File: config.mk
export PLATFORM = sky130hd
export DESIGN_NAME = inst_encoder
export DESIGN_NICKNAME = d
export VERILOG_FILES = /design/src/rtl/inst_encoder.sv
export SDC_FILE = /design/constraint.sdc
export NUM_CORES = 1
export LEC_CHECK = 0
export BUFFER_PORTS_ARGS = -buffer_cell sky130_fd_sc_hd__buf_2
export CAP_MARGIN = 20
export CORE_ASPECT_RATIO = 1.2
export CORE_UTILIZATION = 40
export CTS_CLUSTER_SIZE = 16
export DETAILED_ROUTE_END_ITERATION = 10
export GPL_TIMING_DRIVEN = 0
export PLACE_DENSITY = 0.65
export RECOVER_POWER = 100
export SYNTH_ARGS = -nofsm -noshare
export SYNTH_HDL_FRONTEND = slang
export SYNTH_SLANG_ARGS = --single-unit
export TNS_END_PERCENT = 30
File: constraint.sdc
create_clock -name clk -period 2.88 [get_ports clk]
set_input_delay 0 -clock clk [delete_from_list [all_inputs] [get_ports clk]]
set_output_delay 0 -clock clk [all_outputs]
set_load 0.02 [all_outputs]
File: src/rtl/inst_encoder.sv
// Instruction encoder: packs decoded field bundles into 32-bit instruction
// words and streams the legal ones into instruction memory. Illegal
// bundles are dropped and counted.
module inst_encoder #(
    parameter int XLEN = 32,
    parameter int AW   = 10,
    parameter int CW   = 10
) (
    input  logic            clk,
    input  logic            rst_n,
    input  logic            start,
    input  logic [AW-1:0]   base_addr,
    input  logic [CW-1:0]   len,
    input  logic            abort,
    input  logic            in_valid,
    output logic            in_ready,
    input  logic [5:0]      in_opc,
    input  logic [4:0]      in_ra,
    input  logic [4:0]      in_rb,
    input  logic [4:0]      in_rd,
    input  logic [10:0]     in_imd,
    output logic            imem_we,
    output logic [AW-1:0]   imem_addr,
    output logic [XLEN-1:0] imem_wdata,
    output logic            busy,
    output logic            done,
    output logic            err,
    output logic [7:0]      err_cnt
);

    typedef enum logic [1:0] {
        S_IDLE = 2'd0,
        S_RUN  = 2'd1,
        S_DONE = 2'd2
    } state_t;

    state_t state_q, state_d;

    logic [AW-1:0]   ptr_q;
    logic [CW-1:0]   rem_q;
    logic            imem_we_q;
    logic [AW-1:0]   imem_addr_q;
    logic [XLEN-1:0] imem_wdata_q;
    logic            err_q;
    logic [7:0]      err_cnt_q;

    logic [XLEN-1:0] enc_word;
    logic            legal;
    logic            accept;

    assign enc_word = {in_opc, in_ra, in_rb, in_rd, in_imd};
    assign accept   = in_valid && in_ready;

    // Opcode legality: the base block 0x00-0x0E, the byte load/store pair,
    // and CTRL only for its four defined branch kinds.
    always_comb begin
        legal = 1'b0;
        if (in_opc <= 6'h0E) begin
            legal = !((in_opc == 6'h0D) && (in_rd > 5'd3));
        end else if ((in_opc == 6'h2B) || (in_opc == 6'h2C)) begin
            legal = 1'b1;
        end
    end

    // State register.
    always_ff @(posedge clk or negedge rst_n) begin
        if (!rst_n) begin
            state_q <= S_IDLE;
        end else begin
            state_q <= state_d;
        end
    end

    // Next-state logic and status outputs; abort overrides any acceptance.
    always_comb begin
        state_d  = state_q;
        in_ready = 1'b0;
        busy     = 1'b0;
        done     = 1'b0;
        case (state_q)
            S_IDLE: begin
                if (start) begin
                    state_d = (len == '0) ? S_DONE : S_RUN;
                end
            end
            S_RUN: begin
                busy     = 1'b1;
                in_ready = !abort;
                if (abort) begin
                    state_d = S_IDLE;
                end else if (accept && legal && (rem_q == CW'(1))) begin
                    state_d = S_DONE;
                end
            end
            S_DONE: begin
                busy    = 1'b1;
                done    = !abort;
                state_d = S_IDLE;
            end
            default: begin
                state_d = S_IDLE;
            end
        endcase
    end

    // Load bookkeeping, write port and error tracking.
    always_ff @(posedge clk or negedge rst_n) begin
        if (!rst_n) begin
            ptr_q        <= '0;
            rem_q        <= '0;
            imem_we_q    <= 1'b0;
            imem_addr_q  <= '0;
            imem_wdata_q <= '0;
            err_q        <= 1'b0;
            err_cnt_q    <= '0;
        end else begin
            imem_we_q <= 1'b0;
            if ((state_q == S_IDLE) && start) begin
                ptr_q     <= base_addr;
                rem_q     <= len;
                err_q     <= 1'b0;
                err_cnt_q <= '0;
            end else if (accept) begin
                if (legal) begin
                    imem_we_q    <= 1'b1;
                    imem_addr_q  <= ptr_q;
                    imem_wdata_q <= enc_word;
                    ptr_q        <= ptr_q + AW'(1);
                    rem_q        <= rem_q - CW'(1);
                end else begin
                    err_q <= 1'b1;
                    if (err_cnt_q != 8'hFF) begin
                        err_cnt_q <= err_cnt_q + 8'd1;
                    end
                end
            end
        end
    end

    assign imem_we    = imem_we_q;
    assign imem_addr  = imem_addr_q;
    assign imem_wdata = imem_wdata_q;
    assign err        = err_q;
    assign err_cnt    = err_cnt_q;

endmodule

==> run metrics, run 1 <==
r2r setup slk 0.36 ns; delay-heaviest family, CP simple AND/OR/NAND/NOR gates; Post-DP HPWL 5.80 mm; Post-route DRC 0; Vias 3030; 1st-iter DRT viols 115; fin area 0.00484 mm^2; starting density of the core 41.9%; Core Util, Final 58.7%; minimum clock period 2.61 ns; Power per Cell Area 850 mW/mm^2; outcome complete, but fails checks; CTS H-tree depth 3; vias in the first global route 2985; Die W 86.8 um; final hold violation count 0; synth unique cells 46; wire per inst 15.4 um; Peak VDD IR 0.000430 V; Worst Hold Class in -> reg; CTS buffer count 9; Synth area leaders dfrtp_1 54%, mux2_2 12%, xor2_1 3.5%, o21ai_0 3.3%, nand2_1 2.6%; largest net degree at the start of global routing 68; Die ar. 0.00901 mm^2; Area after DPL 0.00418 mm^2; Slew HR -10.4%; Final Routed Wirelength 9.06 mm; number of synthesized flops with an enable pin 0; GR Overflow Total 0; Synth area leader dfrtp_1; cts repair resizes 0; clock transition at the registers of the reported paths 0.08 ns; Post-Syn Area 0.00345 mm^2; Main synth FF type dfrtp_1; CP Capture Type flip-flop; Ys Warns 0; maximum root-to-sink buffer count 2; CTS tree done; Pleak 0.00217 uW; Die H 104 um; CP startpoint kind input port; worst-margin pin slew 1.66 ns; crit path buf inv count 3; dpl ws 0.464 ns; Placer Congestion 0.834; share of the synthesized area in the top cell type 53.6%; mean post-synth cell area 11.7 um^2; Pre-antenna DRT Iters 4; CP Data Arrival Time 2.82 ns; first-pass GRT wire length 14.3 mm; sequential share of the synthesized area 53.6%; area grow syn2layout 40.1%; layout cells sized above 1 24.2%; gr usage total 20.4%; total power 4110 uW; I/O Buffers 111; final setup fails 0; asr flop ratio synth 100%; violated checks max-capacitance violations, max-slew violations; Critical Path Fanout Max 10; CP max stage cell or4_1; Fmax 384 MHz; crit-path cells dlygate4sd3_1 > clkbuf_1 > or4_1 > a2111oi_4 > nor2_1 > nor2_4 > buf_4 > mux2_2; Final Skew 0.00686 ns; IO Count 112; CTS root buffer clkbuf_8; worst stage delay on the critical path 0.62 ns; # rows 36; Layout Nets 535; Setup Crit Path Kind in -> reg; Clock Latency Late Sink 0.34 ns; Fillers 752; core area 0.00824 mm^2; final worst slack 0.274 ns; Post-Syn Instances 296; CP required 3.10 ns; Clock Sink Count 74; drt via density 5.14; RSZ-0062 raised after global routing false; fin crit share 90.5%; syn_nets 360; synthesis-stage register bit count 74; post-route ant nets 0; Final Max Tran Viols 68; Fin Setup TNS 0 ns; initial antenna violation count 0; ant diodes 0; max_cap viols 1
cell type report:
type | instances | area (um^2) | share of cell area, %
inverter | 7 | 26.3 | 0.543
clock buffer | 9 | 124 | 2.56
sequential | 74 | 1850 | 38.3
timing repair buffer | 164 | 1010 | 20.9
buffer | 11 | 57.6 | 1.19
clock inverter | 6 | 115 | 2.38
tap | 114 | 143 | 2.95
multi-input combinational | 204 | 1510 | 31.3
final timing paths:
kind | from | endpoint | depth (start not counted)
setup reg to reg | state_q[1]$_DFFE_PN0P_ | imem_wdata[9]$_DFFE_PN0P_ | 8
min in group asynchronous | rst_n | imem_wdata[19]$_DFFE_PN0P_ | 2
setup / recovery | in_opc[1] | imem_wdata[9]$_DFFE_PN0P_ | 8
hold / removal | abort | state_q[1]$_DFFE_PN0P_ | 4
max in group asynchronous | rst_n | imem_wdata[17]$_DFFE_PN0P_ | 3
hold reg to reg | imem_wdata[7]$_DFFE_PN0P_ | imem_wdata[7]$_DFFE_PN0P_ | 1
flip-flops by register name (all words and copies together), names as in the netlist:
name and flops:
err_cnt 8, imem_we 1, err 1, rem_q 10, imem_wdata 32, state_q 2, imem_addr 10, ptr_q 10
tightest hold or removal path: stages:
cell	delay [ns]
buf_2	0.10
nor2b_1	0.07
a21oi_1	0.12
a21oi_1	0.05
power by group:
part	leakage (uW)	total (uW)	switching [uW]	internal (uW)
Combinational	0.00110	1430	876	555
Sequential	0.000951	1720	287	1430
Clock	0.000116	967	392	575
Total	0.00217	4110	1550	2560
layout by cell type (no fill, tap or decap), drive strengths merged, types with 3 or more instances in the layout:
cell         count
nor4             3
xor2            14
o21ai           23
nand3b           3
nand3            4
a21oi           10
or4              7
or3              3
bufinv           3
dfrtp           74
ha               7
mux2            42
dlygate4sd3     52
nand4            3
a31oi            4
and3             5
buf             59
clkbuf          73
nor2            18
o31ai            3
and2             3
inv              8
nor2b            3
nand2           24
o2111ai          3
logic make-up (layout without fill, tap and decap cells):
kind of cell,after synthesis,count (layout),synth area share [%]
xor+xnor,15,15,3.80
simple gates,83,83,12.8
mux,44,44,14.3
compound gates,55,55,10.5
buf+inv,18,197,2.43
flops,74,74,53.6
fa+ha+maj,7,7,2.54
per-stage QoR:
stage	hold WS, ns	instances
6_report	0.0467	589
5_1_grt	0.102	589
3_3_place_gp	0.207	521
3_5_place_dp	-0.162	522
2_1_floorplan	-0.296	296
4_1_cts	0.00505	589
repair_timing:
item                      CTS  global route
hold buffers               52             0
setup buffers               0             0
hold endpoints to repair  125             0
routing by layer:
| layer | track usage, % | part of all wire (%) | vias to the layer above |
|---|---|---|---|
| li1 | - | - | 1429 |
| met1 | 25.7 | 42 | 1463 |
| met2 | 34.4 | 49 | 125 |
| met3 | 4.30 | 7.3 | 13 |
| met4 | 6.79 | 1.4 | 0 |
| met5 | 0 | 0 | - |
Yosys cell counts (2+ instances only):
master      n
a21oi_1    10
a31oi_1     4
and2_1      3
and3_1      5
buf_4       4
clkbuf_1    6
dfrtp_1    74
ha_1        7
inv_1       7
mux2_1      6
mux2_2     36
mux2i_1     2
nand2_1    24
nand3_1     4
nand3b_1    3
nand4_1     3
nand4b_1    2
nor2_1     16
nor2b_1     3
nor3_1      2
nor4_1      3
o2111ai_1   3
o211ai_1    2
o21ai_0    23
o31ai_1     3
or3_1       3
or4_1       6
xor2_1     14
No activity file was read; power rests on OpenSTA's default activity.
==> run 2: changes to the inputs <==
--- a/config.mk
+++ b/config.mk
@@ -7,7 +7,6 @@
 export LEC_CHECK = 0
 export BUFFER_PORTS_ARGS = -buffer_cell sky130_fd_sc_hd__buf_2
 export CAP_MARGIN = 20
-export CORE_ASPECT_RATIO = 1.2
 export CORE_UTILIZATION = 40
 export CTS_CLUSTER_SIZE = 16
 export DETAILED_ROUTE_END_ITERATION = 10
==> run 2 against run 1 <==
Clock skew increased by 0.0012 ns; clock-buffer cell count increased by 3; power down 3.5%; routed wire length decreased by 4.6%; critical path type unchanged; final cell count is 1.4% lower; the flow still finishes with violations (max-capacitance violations, max-slew violations); critical path depth stayed put; sequential power hardly changed; non-clock buffer count stayed put.
==> run metrics, run 2 (synthesis results as in run 1) <==
Placer Congestion 0.840; I/O Buffers 111; crit-path cells dlygate4sd3_1 > clkbuf_1 > or4_1 > a2111oi_4 > nor2_1 > nor2_4 > buf_4 > mux2_2; Die ar. 0.00901 mm^2; Critical Path Fanout Max 10; Worst Hold Class in -> reg; first-pass GRT wire length 13.7 mm; CTS root buffer clkbuf_8; largest net degree at the start of global routing 49; CP Capture Type flip-flop; Post-DP HPWL 6.11 mm; Pre-antenna DRT Iters 4; # rows 33; ant diodes 0; Final Max Tran Viols 27; most frequent cells in the layout 74 x dfrtp_1, 64 x clkbuf_1, 55 x buf_2, 52 x dlygate4sd3_1, 36 x mux2_2; total power 3970 uW; Final Skew 0.00805 ns; CTS H-tree depth 3; CP Data Arrival Time 2.83 ns; CP required 3.11 ns; Die H 94.9 um; Final Routed Wirelength 8.65 mm; outcome complete, but fails checks; dpl ws 0.439 ns; Clock Latency Late Sink 0.35 ns; Fin Setup TNS 0 ns; Setup Crit Path Kind in -> reg; CTS buffer count 9; most common cell after layout, fill and taps aside dfrtp_1; worst-margin pin slew 1.62 ns; fin crit share 90.0%; drt via density 4.96; Slew HR -8.20%; max reg flops 32; initial antenna violation count 0; 1st-iter DRT viols 120; Layout Nets 535; worst stage delay on the critical path 0.60 ns; IO Count 112; Post-Layout Cell Count 581; CP startpoint kind input port; Clock Sink Count 74; Placed Instances 513; Die W 94.9 um; RSZ-0062 raised after global routing false; minimum clock period 2.59 ns; CP max stage cell or4_1; final hold violation count 0; Vias 2881; final worst slack 0.289 ns; post-route ant nets 0; vias in the first global route 2824; final setup fails 0; max_cap viols 1; layout cells sized above 1 24.2%; clock transition at the registers of the reported paths 0.08 ns; starting density of the core 41.6%; maximum root-to-sink buffer count 2; Post-route DRC 0; Power per Cell Area 825 mW/mm^2; violated checks max-capacitance violations, max-slew violations; Peak VDD IR 0.000394 V; gr usage total 20.2%; GR Overflow Total 0; Fmax 386 MHz; Pleak 0.00216 uW; core area 0.00830 mm^2; cts repair resizes 0; CTS tree done; area grow syn2layout 39.4%; wire per inst 14.9 um
run 2: cell count changes in the layout (fill, tap and decap cells not counted):
cell        previous run  this run
bufinv_16              3         1
clkbuf_8               9        11
buf_16                 0         1
clkbuf_1              63        64
clkbuf_2               1         0
clkinv_2               0         1
clkinv_4               1         0
clkinvlp_4             1         2
inv_6                  1         0
run 2: area by class of cell:
| class | instances | area, um^2 |
|---|---|---|
| Fill cell | 722 | 3480 |
| Tap cell | 105 | 131 |
| Timing Repair Buffer | 164 | 1030 |
| Multi-Input combinational cell | 204 | 1510 |
| Clock inverter | 4 | 50.0 |
| Inverter | 7 | 26.3 |
| Sequential cell | 74 | 1850 |
| Clock buffer | 12 | 155 |
| Buffer | 11 | 57.6 |
run 2: through the flow:
step           utilization (%)  hold WS (ns)  instance area (um^2)
2_1_floorplan                -        -0.296                  3450
3_3_place_gp              49.9         0.209                  4140
3_5_place_dp              50.3       -0.0475                  4170
4_1_cts                   59.0        0.0205                  4900
5_1_grt                   58.0        0.0635                  4820
6_report                  58.0        0.0332                  4820
run 2: final timing paths:
path	slack, ns	start	cells after the start	to
worst max-delay path	0.29	in_opc[1]	8	imem_wdata[17]$_DFFE_PN0P_
worst min-delay path	0.03	start	4	state_q[1]$_DFFE_PN0P_
worst max register to register	0.36	state_q[0]$_DFFE_PN0P_	7	imem_wdata[26]$_DFFE_PN0P_
worst min register to register	0.50	imem_wdata[8]$_DFFE_PN0P_	1	imem_wdata[8]$_DFFE_PN0P_
max in group asynchronous	1.34	rst_n	2	rem_q[6]$_DFFE_PN0P_
min in group asynchronous	0.59	rst_n	2	state_q[1]$_DFFE_PN0P_
run 2: critical path: cells and delay by family:
family / cells / cell delay (ns)
buf+inv: 3 / 0.93
simple gates: 3 / 1.17
mux: 1 / 0.36
compound gates: 1 / 0.37
run 2: what timing repair did:
item / CTS / global route
hold buffers: 52 / 0
endpoints found under the hold margin: 125 / 0
endpoints found under the setup margin: 0 / 0
buffers inserted: 0 / 0
run 2: power by group:
group / switching, uW / total (uW) / internal (uW)
sequential: 282 / 1710 / 1430
combinational: 874 / 1430 / 560
clock: 379 / 825 / 446
run 2: layer usage:
layer	vias to the layer above	GRT usage, %	wire length (um)
met2	65	33.0	4360
li1	1422	-	-
met1	1385	26.9	3850
met3	9	3.62	332
met5	-	0	0
met4	0	7.20	108
